### src/rtl/fifo_arb_pkg.sv
// Shared types and occupancy helper for the FIFO write-port arbiter.
// Sized for the default 6-bit FIFO pointers (32-entry FIFO with a wrap bit).
package fifo_arb_pkg;

   localparam int unsigned OCC_PTR_W = 6;
   localparam int unsigned DEPTH     = 2 ** (OCC_PTR_W - 1);

   typedef enum logic {
      IDLE   = 1'b0,
      LOCKED = 1'b1
   } arb_state_e;

   // Pointer difference wraps on the full pointer width.
   // The in-flight write is the one not yet visible in wrptr.
   function automatic logic [OCC_PTR_W-1:0] occ_f(
      input logic [OCC_PTR_W-1:0] wrptr,
      input logic [OCC_PTR_W-1:0] rdptr,
      input logic                 inflight
   );
      return wrptr - rdptr + {{(OCC_PTR_W-1){1'b0}}, inflight};
   endfunction

endpackage

### src/rtl/rr_pick.sv
// Combinational round-robin picker: first requester at or after ptr_i,
// wrapping modulo N; returns a one-hot grant and the winning index.
module rr_pick #(
   parameter int unsigned N  = 4,
   parameter int unsigned IW = 2
) (
   input  logic [N-1:0]  req_i,
   input  logic [IW-1:0] ptr_i,
   output logic [N-1:0]  gnt_o,
   output logic [IW-1:0] idx_o,
   output logic          valid_o
);

   always_comb begin : pick
      int unsigned j;
      gnt_o   = '0;
      idx_o   = '0;
      valid_o = 1'b0;
      j       = 0;
      for (int unsigned k = 0; k < N; k++) begin
         j = 32'(ptr_i) + k;
         if (j >= N) j = j - N;
         if (!valid_o && req_i[IW'(j)]) begin
            valid_o            = 1'b1;
            gnt_o[IW'(j)]      = 1'b1;
            idx_o              = IW'(j);
         end
      end
   end

endmodule

### src/rtl/fifo_wr_arb.sv
// Round-robin arbiter sharing the FIFO write port among NUM_REQ producers,
// with packet lock and overflow protection that counts the in-flight write.
module fifo_wr_arb
   import fifo_arb_pkg::*;
#(
   parameter int unsigned NUM_REQ    = 4,
   parameter int unsigned FIFO_WIDTH = 8,
   parameter int unsigned PTR_W      = OCC_PTR_W,
   parameter int unsigned AF_THRESH  = 28
) (
   input  logic                            clk,
   input  logic                            rstN,
   input  logic [NUM_REQ-1:0]              req,
   input  logic [NUM_REQ-1:0]              req_last,
   input  logic [NUM_REQ*FIFO_WIDTH-1:0]   req_data,
   output logic [NUM_REQ-1:0]              gnt,
   input  logic                            fifo_full,
   input  logic [PTR_W-1:0]                fifo_wrptr,
   input  logic [PTR_W-1:0]                fifo_rdptr,
   output logic                            wr_en,
   output logic [FIFO_WIDTH-1:0]           data_in,
   output logic [$clog2(NUM_REQ)-1:0]      owner,
   output logic                            locked,
   output logic [PTR_W-1:0]                occupancy,
   output logic                            almost_full
);

   localparam int unsigned IDX_W = $clog2(NUM_REQ);

   arb_state_e              state_q, state_d;
   logic [IDX_W-1:0]        rr_q, rr_d;
   logic [IDX_W-1:0]        owner_q, owner_d;
   logic                    wr_en_q, wr_en_d;
   logic [FIFO_WIDTH-1:0]   data_q, data_d;
   logic                    af_q, af_d;

   logic [NUM_REQ-1:0]      pick_gnt;
   logic [IDX_W-1:0]        pick_idx;
   logic                    pick_vld;
   logic                    can_wr;
   logic                    acc_last;
   logic [IDX_W-1:0]        acc_idx;

   assign occupancy = occ_f(fifo_wrptr, fifo_rdptr, wr_en_q);
   assign can_wr    = !fifo_full && (occupancy < PTR_W'(DEPTH));

   rr_pick #(
      .N  (NUM_REQ),
      .IW (IDX_W)
   ) u_pick (
      .req_i   (req),
      .ptr_i   (rr_q),
      .gnt_o   (pick_gnt),
      .idx_o   (pick_idx),
      .valid_o (pick_vld)
   );

   // Grant selection, FSM next state and registered write-side payload.
   always_comb begin
      state_d  = state_q;
      rr_d     = rr_q;
      owner_d  = owner_q;
      wr_en_d  = 1'b0;
      data_d   = data_q;
      af_d     = (occupancy >= PTR_W'(AF_THRESH));
      gnt      = '0;
      acc_idx  = owner_q;
      acc_last = 1'b0;

      if (!rstN && can_wr) begin
         if (state_q == IDLE) begin
            if (pick_vld) begin
               gnt     = pick_gnt;
               acc_idx = pick_idx;
            end
         end else begin
            gnt[owner_q] = req[owner_q];
         end
      end

      if (|(gnt & req)) begin
         wr_en_d  = 1'b1;
         owner_d  = acc_idx;
         acc_last = |(gnt & req_last);
         for (int unsigned i = 0; i < NUM_REQ; i++) begin
            if (gnt[i]) data_d = req_data[i*FIFO_WIDTH +: FIFO_WIDTH];
         end
         if (state_q == IDLE) begin
            rr_d = (acc_idx == IDX_W'(NUM_REQ - 1)) ? '0 : acc_idx + IDX_W'(1);
            if (!acc_last) state_d = LOCKED;
         end else if (acc_last) begin
            state_d = IDLE;
         end
      end
   end

   // Reset abandons any packet in progress without waiting for its last beat.
   always_ff @(posedge clk) begin
      if (rstN) begin
         state_q <= IDLE;
         rr_q    <= '0;
         owner_q <= '0;
         wr_en_q <= 1'b0;
         data_q  <= '0;
         af_q    <= 1'b0;
      end else begin
         state_q <= state_d;
         rr_q    <= rr_d;
         owner_q <= owner_d;
         wr_en_q <= wr_en_d;
         data_q  <= data_d;
         af_q    <= af_d;
      end
   end

   assign wr_en       = wr_en_q;
   assign data_in     = data_q;
   assign owner       = owner_q;
   assign locked      = (state_q == LOCKED);
   assign almost_full = af_q;

endmodule

### config.mk
export PLATFORM = sky130hd
export DESIGN_NAME = fifo_wr_arb
export DESIGN_NICKNAME = d
export VERILOG_FILES = /design/src/rtl/fifo_arb_pkg.sv /design/src/rtl/rr_pick.sv /design/src/rtl/fifo_wr_arb.sv
export SDC_FILE = /design/constraint.sdc
export NUM_CORES = 1
export LEC_CHECK = 0
export CORE_UTILIZATION = 35
export CTS_BUF_LIST = sky130_fd_sc_hd__clkbuf_8
export DETAILED_ROUTE_END_ITERATION = 7
export PLACE_DENSITY = 0.73
export SYNTH_ARGS = -nofsm -noshare
export SYNTH_HDL_FRONTEND = slang
export SYNTH_HIERARCHICAL = 1
export SYNTH_SLANG_ARGS = --single-unit
### constraint.sdc
create_clock -name clk -period 4.05 [get_ports clk]
set_clock_uncertainty 0.2 [all_clocks]
set_input_delay 0.6075 -clock clk [delete_from_list [all_inputs] [get_ports clk]]
set_output_delay 0.6075 -clock clk [all_outputs]
set_load 0.1 [all_outputs]
==> results of run 1 <==
-- metal layers --
layer / global-route usage / part of all wire / vias up
li1: - / - / 897
met1: 0.237 / 0.44 / 838
met2: 0.313 / 0.46 / 77
met3: 0.0366 / 0.078 / 11
met4: 0.0733 / 0.019 / 0
met5: 0 / 0 / -
-- stage by stage --
stage | setup TNS, ps | total power, mW
finish | 0 | 0.884
global route | 0 | 0.927
CTS | 0 | 0.886
detailed placement | 0 | 0.767
global placement | 0 | 0.762
floorplan | -1370 | 0.576
-- synth_stat cells (2+ instances only) --
library cell and instances:
mux4_2 3, a32o_1 2, mux4_1 2, nor2_1 10
dfxtp_1 15, mux2i_1 12, a22oi_1 16, clkbuf_1 3
a32oi_1 2, nand4_1 2, o21ai_0 6, buf_6 3
nand2b_1 3, buf_2 2, a21o_1 4, xor2_1 3
ha_1 15, nor2_2 2, a21oi_1 12, o22ai_1 7
inv_1 14, mux2_2 2, nand2_1 7, nand3_1 5
a22o_1 6, xnor2_1 3, nor2b_1 11
-- power by group through the flow --
stage | Clock [mW] | Sequential (mW) | Combinational (mW)
final | 0.120 | 0.166 | 0.598
after global routing | 0.128 | 0.168 | 0.632
after CTS | 0.120 | 0.166 | 0.600
after detailed placement | 0 | 0.169 | 0.597
after global placement | 0 | 0.169 | 0.593
after floorplan | 0 | 0.244 | 0.332
-- layout make-up --
type	instances	area, sq um
Clock buffer	3	41.3
Clock inverter	1	3.75
Fill cell	400	1790
Inverter	15	56.3
Multi-Input combinational cell	154	1290
Sequential cell	15	300
Tap cell	52	65.1
Timing Repair Buffer	88	928
-- flip-flops by register name, summed over array words and instances (netlist names) --
name / cells
data_in: 8
rr_q: 2
owner: 2
almost_full: 1
locked: 1
wr_en: 1
-- kinds of logic (layout without fill, tap and decap cells) --
group	after synthesis	in the layout	share of synthesized area
AO/OA/AOI/OAI	62	62	0.264
XOR/XNOR	6	6	0.0312
adder cells (fa/ha/maj)	16	16	0.123
buffers and inverters	23	107	0.0662
flip-flops	15	15	0.178
multiplexers	19	19	0.156
AND/OR/NAND/NOR	51	51	0.181
-- final timing paths --
path / cells past startpoint / from / to / slack, ps
hold reg to reg: 2 / data_in[4] / data_in[4] / 280
hold / removal: 2 / data_in[4] / data_in[4] / 280
setup reg to reg: 13 / rr_q[1] / data_in[2] / 740
setup / recovery: 8 / req[2] / gnt[2] / 150
-- tightest hold or removal path: stages, from the launching register on --
cell and delay [ps]:
dfxtp_1 320, nand2_1 60, a21oi_1 50
==> results.md, run 1 <==
- In the finished design, the share of the clock period the worst path needs comes to 0.964.
- Counting flops with an async set or reset pin after synthesis yields a share of 0.
- Headroom to the max-slew limit came out at 0.329.
- After the flow finishes, the layout carries non-filler instances totaling about 330.
- The number of hold violations in the final report is 0.
- The flow ran to the end, but the final reports show violations.
- The post-detailed-routing wire length is approximately 4.7 mm.
- Setup repair after global routing left no endpoint under its margin.
- The achievable frequency is 256 MHz.
- Setup violations remaining at the end of the flow were counted as 0.
- The total instance count after detailed placement is 324.
- Ranked by total cell area, the synthesized netlist is headed by dfxtp_1 18%, ha_1 11%, mux2i_1 7.1%, a22oi_1 7.1%, nor2b_1 4.1%.
- Of the synthesized area, sequential elements account for 0.178.
- The worst setup path is launched from a primary input.
- The number of global-route vias before repair came to 1701.
- The number of buffers created by CTS is 3.
- The internal portion of total power is around 460 uW.
- After legalization and detailed placement, the total HPWL measured 3.90 mm.
- The number of pins exceeding their max-slew limit in the final report is 0.
- The count of buffers added on input and output ports is 77.
- The die covers between 5000 and 6000 sq um.
- Traced cell by cell, the critical path runs through clkdlybuf4s50_1 -> mux4_2 -> nor4b_4 -> a22oi_1 -> o21ai_0 -> a32oi_1 -> nor2_1 -> buf_12.
- The part of the power in registers is 0.188.
- During synthesis, Yosys emitted a total of 6 warnings.
- From left edge to right edge, the die measures a little over 70 um.
- The wire length of the first global-routing pass is 7.66 mm.
- Routability-driven placement finished with a final weighted congestion of 0.824.
- The starting density of the core is 0.376.
- The worst setup path is captured at a primary output.
- The number of primary I/O pins is 78.
- The buffers inserted during post-CTS setup optimization is 0.
- The synthesized area is around 1700 sq um.
- The area share of the largest cell type after synthesis is 0.178.
- The total leakage power is approximately 1.1 nW.
- TritonCTS built the clock tree.
- Synthesis produced a netlist whose cell count is ~190.
- For this block, the initial DRC count from the detailed router was 90.
- The power per unit of standard cell area is approximately 330 nW/um^2.
- After synthesis, the netlist uses between 40 and 50 different library cells.
- The fraction of layout instances using a drive strength above 1 is 0.145.
- The placement-stage worst setup slack is 150 ps.
- The critical path contains buffers and inverters numbering 2 combined.
- The post-cts hold buffer count is 0.
- The checks that failed: design-rule violations.
- The total of cells resized after clock tree synthesis is 0.
- The number of enable flip-flop cells after synthesis is 0.
- Global routing finished with a remaining overflow of 0.
- For the pin with the worst max-slew slack, the measured transition is 1000 ps.
- In this run the power spent charging and discharging nets is roughly 430 uW.
- A synthesized cell averages a little under 9 sq um.
- The count of vias placed by the detailed router is 1823.
- In this run the remaining antenna-violating nets after routing total 0.
- The share of power burned in combinational logic is 0.676.
- Entering global routing, the biggest net connects 16 pins.
- The root buffer cell is clkbuf_8.
- The core occupancy in the finished layout is 0.599.
- The number of nets handed over by synthesis was around 260.
- Across the VDD grid, the largest voltage drop is between 0.2 and 0.3 mV.
- The cell area reported after detailed placement is around 2600 sq um.
- In this run the worst path has a maximum fanout of 10.
- The worst-case setup margin in the final layout is ~150 ps.
- The overall global routing resource usage is 0.187.
- The share of total power dissipated in the clock network is 0.135.
- Leaving out fill and tap cells, the most frequent cells in the layout are 67 x clkdlybuf4s50_1, 16 x a22oi_1, 15 x inv_1, 15 x ha_1, 15 x dfxtp_1.
- The critical path start-end classification is in2out.
- The net count of the finished layout is 348.
- After clock tree synthesis, the clock-pin slew on the worst setup and hold paths is approximately 60 ps.
- The number of remaining DRC errors is 3.
- The floorplan step set the die height to approximately 71 um.
- The floorplan step defined a core boundary enclosing between 4000 and 5000 sq um.
- The commonest non-fill, non-tap cell in the layout is clkdlybuf4s50_1.
- The mean routed wirelength per cell is 14.3 um.
- The delay of the slowest critical-path stage is 650 ps.
- Among all flip-flop cells after synthesis, the most frequent one is dfxtp_1.
- The tree built by TritonCTS fans out to 15 sinks.
- No sink is reached through more buffers than the 2 on the longest clock path.
- At the worst endpoint, the arrival time is between 3000 and 4000 ps.
- In this run, synthesis produced a sequential element count of 15.
- The post-route minimum period is roughly 3900 ps.
- The final antenna diode count is 0.
- The worst min-delay path category is reg2reg.
- The cell with the largest stage delay on the worst path is mux4_2.
- The final non-filler cell area is ~2700 sq um.
- Across the run, the number of max-cap violations was 0.
- The required time reported for the critical path endpoint is 3240 ps.
- The number of antenna violations at the first check in global routing is 0.
- The proportion of total power due to net switching is 0.485.
- The first detailed-routing pass ran for 6 iterations.
- Across all hold checks on the routed design, the worst slack comes to about 280 ps.
- The family with the most delay on the worst path is buffers and inverters.
- The number of rows created at floorplan is 24.
- The post-synthesis to final-layout area growth is 59.3%.
- In this run the number of H-tree levels came out at 1.
- The largest total area in the synthesized netlist belongs to dfxtp_1.
- The mean number of vias per cell is ~5.6.
- The clock insertion delay at the later pin of the skew report is between 200 and 300 ps.
(Power assumes the default switching activity.)
==> run 2: changes to the inputs <==
--- a/config.mk
+++ b/config.mk
@@ -5,11 +5,11 @@
 export SDC_FILE = /design/constraint.sdc
 export NUM_CORES = 1
 export LEC_CHECK = 0
+export ABC_CLOCK_PERIOD_IN_PS = 4050
 export CORE_UTILIZATION = 35
 export CTS_BUF_LIST = sky130_fd_sc_hd__clkbuf_8
 export DETAILED_ROUTE_END_ITERATION = 7
-export PLACE_DENSITY = 0.73
+export PLACE_DENSITY = 0.69
 export SYNTH_ARGS = -nofsm -noshare
 export SYNTH_HDL_FRONTEND = slang
-export SYNTH_HIERARCHICAL = 1
 export SYNTH_SLANG_ARGS = --single-unit
==> run 2 against run 1 <==
Compared with the run above:
- the run now ends clean
- setup slack improved by 3.2 ps
- die area grew 19%
- total power grew 56%
- final area rose by 17%
- cell count rose by 22%
- critical path depth is 4 higher
- register-to-register slack got worse by 200 ps
- first-iteration DRC count rose by 69%
- clock power is essentially flat
- routed wire length is 28% higher
- critical endpoint unchanged
- largest cell class unchanged
==> results.md, run 2 <==
- The run finished with clean final reports.
- The worst setup path is captured at a primary output.
- The floorplan core area came to 5540 sq um (+24%).
- The slack of the worst reg-to-reg path came to 540 ps (-200 ps).
- The number of endpoints failing setup at the final stage is 0 (unchanged).
- Signal routing reaches up to met4.
- The first-iteration detailed-routing DRC count is 152 (+69%).
- The count of vias placed by the detailed router was 2195 (+20%).
- The clock insertion delay at the later pin of the skew report is 250 ps (about the same).
- The fraction of layout instances using a drive strength above 1 was 0.220 (+0.0746).
- The die area is 6070 sq um (+19%).
- The min-delay analysis places its worst path in the category reg2reg.
- The critical path arrival is 3090 ps (about the same).
- The proportion of synthesized flip-flops having asynchronous set or reset is 0 (unchanged).
- The commonest non-fill, non-tap cell in the layout is clkdlybuf4s50_1.
- The transition time at the pin with the least slew margin is 987 ps (-16.1 ps).
- The clock edge transition at the registers on the reported setup and hold paths is 60 ps (about the same).
- The remaining number of nets flagged by the antenna check after routing came to 0 (unchanged).
- The achievable frequency is 256 MHz (about the same).
- The half-perimeter wire length of the detailed placement result is 4.88 mm (+25%).
- The number of global-route vias before repair is 2193 (+29%).
- The most common cell in the synthesized netlist is ha_1.
- The overall global routing resource usage was 0.205 (+0.0178).
- The average cell area after synthesis was 8.54 sq um (-2.6%).
- The total of buffers placed on input and output ports was 77 (unchanged).
- The routed metal-1 wire length was 2.62 mm (+26%).
- The register bit total from synthesis is 15 (unchanged).
- The synthesized net count is 309 (+17%).
- The length of routed met2 wiring is 2.96 mm (+37%).
- The sequential fraction of the synthesis area was 0.149 (-0.0295).
- The post-route minimum period is 3900 ps (-3.15 ps).
- The number of cells on the worst reg-to-reg path is 12 (-1).
- The largest net degree at the start of global routing is 15 (-1).
- The mean number of vias per cell is 5.49 (-1.3%).
- The number of rows created at floorplan is 27 (+13%).
- In this design, the largest share of critical-path delay is due to buffers and inverters.
- The post-detailed-routing wire length is 5.99 mm (+28%).
- The worst hold slack came to 320 ps (+43.5 ps).
- The number of buffers and inverters on the critical path is 5 (+3).
- The clock group share of total power is 0.089 (-0.046).
- The last element of the critical path is gnt[2].
- The count of fill cells added during filler insertion was 506 (+27%).
- The maximum buffer depth of the clock tree is 2 (unchanged).
- The clock sink count is 15 (unchanged).
- The number of iterations in the first detailed-routing pass is 4 (-2).
- The fraction of the cycle the final worst path needs was 0.963 (about the same).
- The final antenna diode count is 0 (unchanged).
- The max-capacitance violation count is 0 (unchanged).
- The required time reported for the critical path endpoint is 3240 ps (about the same).
- The switching power is 732 uW (+71%).
- In this run the critical register-to-register path is captured at data_in[4].
- The mean routed wirelength per cell is 15.0 um (+4.7%).
- The cell seen most often among critical-path stages is ha_1.
- The commonest cells after synthesis are 17 x ha_1, 15 x a21oi_1, 15 x dfxtp_1.
- The power per unit of standard cell area was 437 nW/um^2 (+33%).
- The total leakage power came to 1.30 nW (+14%).
- The worst register-to-register path begins at rr_q[0].
- The horizontal die dimension is 77.9 um (+9.2%).
- Compared with the post-synthesis result, the final layout area differs by 55.9%.
- The critical path launch point type is a primary input.
- The delay of the slowest critical-path stage is 460 ps (-190 ps).
- The placer's final routability congestion estimate is 0.863 (+4.7%).
- The signal on the critical path passes through clkdlybuf4s50_1 -> inv_1 -> ha_1 -> ha_1 -> a211oi_2 -> o21bai_1 -> a211o_1 -> buf_4 -> nand2_2 -> o21ai_2 -> clkinvlp_4 -> buf_12.
- Tracing the worst setup path back leads to its startpoint at fifo_rdptr[1].
- The post-cts hold buffer count is 0 (unchanged).
- The number of pins exceeding their max-slew limit in the final report is 0 (unchanged).
- Summed over all instances, the cell type with the most area after synthesis is dfxtp_1.
- TritonCTS built the clock tree.
- The number of antenna violations at the first check in global routing came to 0 (unchanged).
- By area the synthesized netlist is led by dfxtp_1 15%, ha_1 11%, and4b_1 4.5%, mux4_2 4.5%, o31ai_2 4.3%.
- The part of the power in registers is 0.139 (-0.049).
- The number of warnings issued by yosys was 0 (-6).
- The starting density of the core is 0.364 (-0.0123).
- The root buffer cell is clkbuf_8.
- The most frequently used flop master after synthesis is dfxtp_1.
- The share of power burned in combinational logic is 0.773 (+0.097).
- The critical path start-end classification is in2out.
- The number of remaining DRC errors came to 0 (-3).
- The met3 routed wirelength is 293 um (-20%).
- The layout net count is 402 (+16%).
- The path length in cells of the critical path is 12 (+4).
- The total instance count after detailed placement is 395 (+22%).
- The die extent in y is 77.9 um (+9.2%).
- The proportion of total power due to net switching is 0.533 (+0.0477).
- The flip-flop count of the largest register after layout is 8 (unchanged).
- The synthesized area is 2020 sq um (+20%).
- The number of primary I/O pins is 78 (unchanged).
- In the layout the commonest cells are 67 x clkdlybuf4s50_1, 29 x buf_4, 17 x ha_1.
- The maximum fanout encountered on the critical timing path was 5 (-5).
- The cell count after synthesis is 236 (+23%).
- The number of buffers created by CTS is 3 (unchanged).
- The number of enable flip-flop cells after synthesis was 0 (unchanged).
- The final non-filler cell total is 400 (+22%).
- The overall overflow remaining after global route is 0 (unchanged).
- The wire length of the first global-routing pass is 10.1 mm (+32%).
- The peak supply drop is 0.316 mV (+25%).
- The level count of the clock H-tree is 1 (unchanged).
- The area share of the largest cell type after synthesis is 0.149 (-0.0295).
- The internal portion of total power is 643 uW (+41%).
- The number of hold violations in the final report is 0 (unchanged).
- The cell with the largest stage delay on the worst path is clkdlybuf4s50_1.
- The number of library cell types mapped by synthesis is 63 (+34%).
- The relative max-transition margin is 0.340 (+0.0108).
==> run 2: worst min-delay path by stage <==
stage	startpoint	to	slack, ps	cells after the start
finish	data_in[4]	data_in[4]	320	1
global route	data_in[4]	data_in[4]	340	1
CTS	data_in[4]	data_in[4]	320	1
detailed placement	data_in[2]	data_in[2]	300	1
global placement	data_in[6]	data_in[6]	290	1
floorplan	rr_q[1]	rr_q[1]	450	3
==> run 2: kinds of logic (layout without fill, tap and decap cells) <==
kind of cell,Yosys count,after routing,synth area share
multiplexers,11,11,0.0807
flip-flops,15,15,0.149
buffers and inverters,31,123,0.0720
adder cells (fa/ha/maj),18,18,0.115
AO/OA/AOI/OAI,72,72,0.309
AND/OR/NAND/NOR,83,83,0.241
XOR/XNOR,6,6,0.0329
==> run 2: per-layer routing <==
metal  track usage  vias up
met5             0        -
met4        0.0500        0
met3        0.0318       12
met2         0.355       72
met1         0.264     1012
li1              -     1099
==> run 2: through the flow <==
step	setup WS (ps)	total power, mW	cell area (sq um)	util	setup TNS [ps]
final	149	1.37	3140	0.567	0
after global routing	-5.96	1.45	3140	0.567	-5.96
after CTS	33.4	1.38	3140	0.567	0
after detailed placement	-113	1.25	3080	0.556	-874
after global placement	-15.0	1.24	3080	0.556	-34.4
after floorplan	8.61	0.943	2040	-	0
==> run 2: layout make-up <==
class                      instances  area, sq um  area share
sequential                        15          302      0.0959
inverter                          15         60.1      0.0191
timing repair buffer             104         1050       0.334
tap                               72         90.1      0.0287
clock buffer                       3         41.3      0.0131
clock inverter                     1         3.75     0.00119
multi-input combinational        190         1600       0.508
==> run 2: power groups by stage <==
| stage | sequential [mW] | combinational (mW) | clock (mW) |
|---|---|---|---|
| floorplan | 0.341 | 0.603 | 0 |
| global placement | 0.193 | 1.05 | 0 |
| detailed placement | 0.192 | 1.06 | 0 |
| CTS | 0.190 | 1.06 | 0.123 |
| global route | 0.193 | 1.13 | 0.130 |
| finish | 0.191 | 1.06 | 0.122 |
==> run 2: repair_timing <==
item / CTS / global route
cloned: 0 / 0
hold endpoints to repair: 0 / 0
pin swaps: 1 / 3
buffers inserted: 1 / 0
resized for setup: 1 / 1
setup endpoints to repair: 3 / 6
==> run 3: changes to the inputs <==
--- a/config.mk
+++ b/config.mk
@@ -5,11 +5,12 @@
 export SDC_FILE = /design/constraint.sdc
 export NUM_CORES = 1
 export LEC_CHECK = 0
+export ABC_AREA = 1
 export ABC_CLOCK_PERIOD_IN_PS = 4050
 export CORE_UTILIZATION = 35
 export CTS_BUF_LIST = sky130_fd_sc_hd__clkbuf_8
 export DETAILED_ROUTE_END_ITERATION = 7
-export PLACE_DENSITY = 0.69
+export PLACE_DENSITY = 0.68
 export SYNTH_ARGS = -nofsm -noshare
 export SYNTH_HDL_FRONTEND = slang
 export SYNTH_SLANG_ARGS = --single-unit
==> run 3 against run 2 <==
Compared with the run above:
- count of clock-buffer cells in the layout is the same
- setup slack gained 57 ps
- register-to-register slack gained 310 ps
- fmax grew 1.5%
- clock power shrank 6%
- area after synthesis grew 5.5%
- combinational power shrank 7%
- critical path type unchanged
- highest routed layer unchanged
==> results.md, run 3 <==
- The flow ran to the end, and the final reports show no timing, DRC or antenna violations.
- The fraction of layout instances using a drive strength above 1 was 0.227 (+0.00709).
- The number of enable flip-flop cells after synthesis is 0 (unchanged).
- The family with the most delay on the worst path is buffers and inverters.
- The signal on the critical path passes through clkdlybuf4s50_1 -> inv_1 -> ha_1 -> ha_1 -> nand2_1 -> inv_2 -> a21oi_2 -> nand2_1 -> nand2_1 -> nand3_4 -> a21oi_1 -> buf_4 -> nand2_8 -> inv_1 -> buf_12.
- The die area was 6390 sq um (+5.3%).
- Counting instances in the post-synthesis netlist gives the leading cell types as 77 x nand2_1, 50 x nand3_1, 41 x inv_1.
- The critical path arrival was 3040 ps (-50 ps).
- The part of the power in registers is 0.157 (+0.018).
- The horizontal die dimension is 79.9 um (+2.6%).
- The largest net degree at the start of global routing is 16 (+1).
- In the synthesized netlist the dominant register cell turns out to be dfxtp_1.
- The clock group share of total power is 0.088 (about the same).
- The floorplan core area is 5890 sq um (+6.2%).
- The number of endpoints failing setup at the final stage was 0 (unchanged).
- The clock insertion delay at the later pin of the skew report is 240 ps (about the same).
- The synthesized net count is 398 (+29%).
- The total of buffers placed on input and output ports is 77 (unchanged).
- The maximum fanout encountered on the critical timing path is 9 (+4).
- The most common cell in the synthesized netlist is nand2_1.
- The largest total area in the synthesized netlist belongs to dfxtp_1.
- The worst hold slack came to 339 ps (+19.2 ps).
- The level count of the clock H-tree was 1 (unchanged).
- The delay of the slowest critical-path stage is 450 ps (about the same).
- The number of pins exceeding their max-slew limit in the final report is 0 (unchanged).
- The peak supply drop is 0.358 mV (+14%).
- The critical path start-end classification is in2out.
- The number of rows created at floorplan came to 28 (+3.7%).
- The cell count after synthesis is 325 (+38%).
- The wire length of the first global-routing pass is 9.09 mm (-10%).
- The total leakage power is 1.46 nW (+12%).
- The flip-flop count of the largest register after layout is 8 (unchanged).
- The remaining number of nets flagged by the antenna check after routing is 0 (unchanged).
- The worst-case setup margin in the final layout is 206 ps (+56.7 ps).
- The number of buffers created by CTS is 3 (unchanged).
- The relative max-transition margin came to 0.342 (+0.00181).
- The register bit total from synthesis was 15 (unchanged).
- The worst min-delay path category is reg2reg.
- Leaving out fill and tap cells, the most frequent cells in the layout are 77 x nand2_1, 67 x clkdlybuf4s50_1, 50 x nand3_1.
- The power per unit of standard cell area is 425 nW/um^2 (-2.8%).
- The area share of the largest cell type after synthesis is 0.141 (-0.00772).
- The layout net count is 480 (+19%).
- The max-capacitance violation count is 0 (unchanged).
- By area the synthesized netlist is led by dfxtp_1 14%, nand2_1 14%, nand3_1 12%, ha_1 10%, inv_1 7.2%.
- The tree is rooted in a clkbuf_8.
- The post-cts hold buffer count is 0 (unchanged).
- The maximum buffer depth of the clock tree came to 2 (unchanged).
- The placer's final routability congestion estimate is 0.876 (+1.5%).
- The fraction of the cycle the final worst path needs is 0.949 (-0.0140).
- Leaving out fill and tap cells, the most frequent cell in the layout is nand2_1.
- The half-perimeter wire length of the detailed placement result is 4.62 mm (-5.4%).
- The synthesized area is 2130 sq um (+5.5%).
- The final antenna diode count is 0 (unchanged).
- The internal portion of total power is 553 uW (-14%).
- The number of library cell types mapped by synthesis is 34 (-46%).
- The overall global routing resource usage came to 0.177 (-0.0279).
- The first-iteration detailed-routing DRC count is 117 (-23%).
- The sequential fraction of the synthesis area came to 0.141 (-0.00772).
- The clock sink count is 15 (unchanged).
- The required time reported for the critical path endpoint is 3240 ps (about the same).
- The starting density of the core came to 0.361 (-0.00264).
- The critical path launch point type is a primary input.
- The placement-stage worst setup slack is 117 ps (+230 ps).
- The number of primary I/O pins came to 78 (unchanged).
- The number of buffers and inverters on the critical path was 6 (+1).
- Among all stages on the critical path, the largest delay is contributed by clkdlybuf4s50_1.
- The proportion of total power due to net switching is 0.579 (+0.0459).
- The average cell area after synthesis is 6.54 sq um (-23%).
- The cell seen most often among critical-path stages is nand2_1.
- The setup TNS after final layout is 0 ps (unchanged).
- The clock edge transition at the registers on the reported setup and hold paths is 60 ps (about the same).
- The transition time at the pin with the least slew margin came to 984 ps (-2.70 ps).
- The overall overflow remaining after global route was 0 (unchanged).
- The post-detailed-routing wire length is 5.52 mm (-7.8%).
- The TritonCTS clock tree is yes.
- The number of remaining DRC errors was 0 (unchanged).
- The number of iterations in the first detailed-routing pass is 4 (unchanged).
- The number of warnings issued by yosys is 0 (unchanged).
- The mean number of vias per cell is 4.67 (-15%).
- The achievable frequency came to 260 MHz (+1.5%).
- Compared with the post-synthesis result, the final layout area differs by 45.1%.
- The switching power was 759 uW (+3.7%).
- The total power is 1.31 mW (-4.6%).
- The number of antenna violations at the first check in global routing is 0 (unchanged).
- The number of global-route vias before repair came to 2100 (-4.2%).
- The mean routed wirelength per cell was 11.5 um (-23%).
- The number of hold violations in the final report was 0 (unchanged).
- The post-route minimum period is 3840 ps (-56.7 ps).
- The count of vias placed by the detailed router was 2244 (+2.2%).
- The proportion of synthesized flip-flops having asynchronous set or reset was 0 (unchanged).
- The share of power burned in combinational logic came to 0.756 (-0.017).
- The die extent in y is 79.9 um (+2.6%).
- STA classifies the critical path endpoint as a primary output.
- Setup repair after global routing left no endpoint under its margin.
run 3: layer usage:
layer / part of all wire / global-route usage
met4: 0.017 / 0.0339
met5: 0 / 0
met2: 0.46 / 0.303
met3: 0.059 / 0.0286
met1: 0.46 / 0.233
run 3: cell type report:
type,instances,area [sq um]
clock inverters,1,3.75
flip-flops and latches,15,300
inverters,49,189
multi-input cells,254,1560
repair buffers,84,898
fillers,607,2800
clock buffers,3,41.3
well taps,75,93.8
run 3: path summary, 6_finish.rpt:
check / from / to / slack [ps] / cells after the start
worst max register to register: rr_q[0] / data_in[5] / 850 / 14
worst min register to register: data_in[7] / data_in[7] / 340 / 2
worst min-delay path: data_in[7] / data_in[7] / 340 / 2
worst max-delay path: fifo_rdptr[3] / gnt[1] / 210 / 15
run 3: cells by family after synthesis:
kind of cell	count (synthesis)	synth area share
adders and majority gates	18	0.109
DFF	15	0.141
xor gates and xnor gates	3	0.0124
and+or+nand+nor	211	0.544
buffers and inverters	56	0.131
AOI/OAI and AO/OA	22	0.0624
run 3: worst register-to-register path, cell delays in order (launching register included):
cell	delay, ps
dfxtp_1	700
inv_6	120
ha_1	400
inv_1	120
nand3_1	90
nand2_2	120
nor2_4	70
nand2_1	50
nand2_1	40
nor2_1	140
nand3_2	270
nand3_2	200
nand4_4	240
o21ai_0	270
nor2_2	60
run 3: timing repair:
item / 4_1_cts / 5_1_grt
buffers inserted: 0 / 3
endpoints found under the setup margin: 0 / 1
resized for setup: 0 / 1
run 3: power by group through the flow:
stage	Sequential (mW)	Clock [mW]	Combinational, mW
CTS	0.205	0.119	0.992
finish	0.205	0.115	0.991
detailed placement	0.208	0	0.988
global placement	0.207	0	0.980
floorplan	0.356	0	0.602
global route	0.210	0.126	1.06
run 3: stage by stage:
step | utilization | std cells | area (sq um)
6_report | 0.524 | 481 | 3080
3_3_place_gp | 0.512 | 474 | 3010
3_5_place_dp | 0.512 | 474 | 3010
5_1_grt | 0.524 | 481 | 3080
4_1_cts | 0.520 | 478 | 3060
2_1_floorplan | - | 325 | 2130
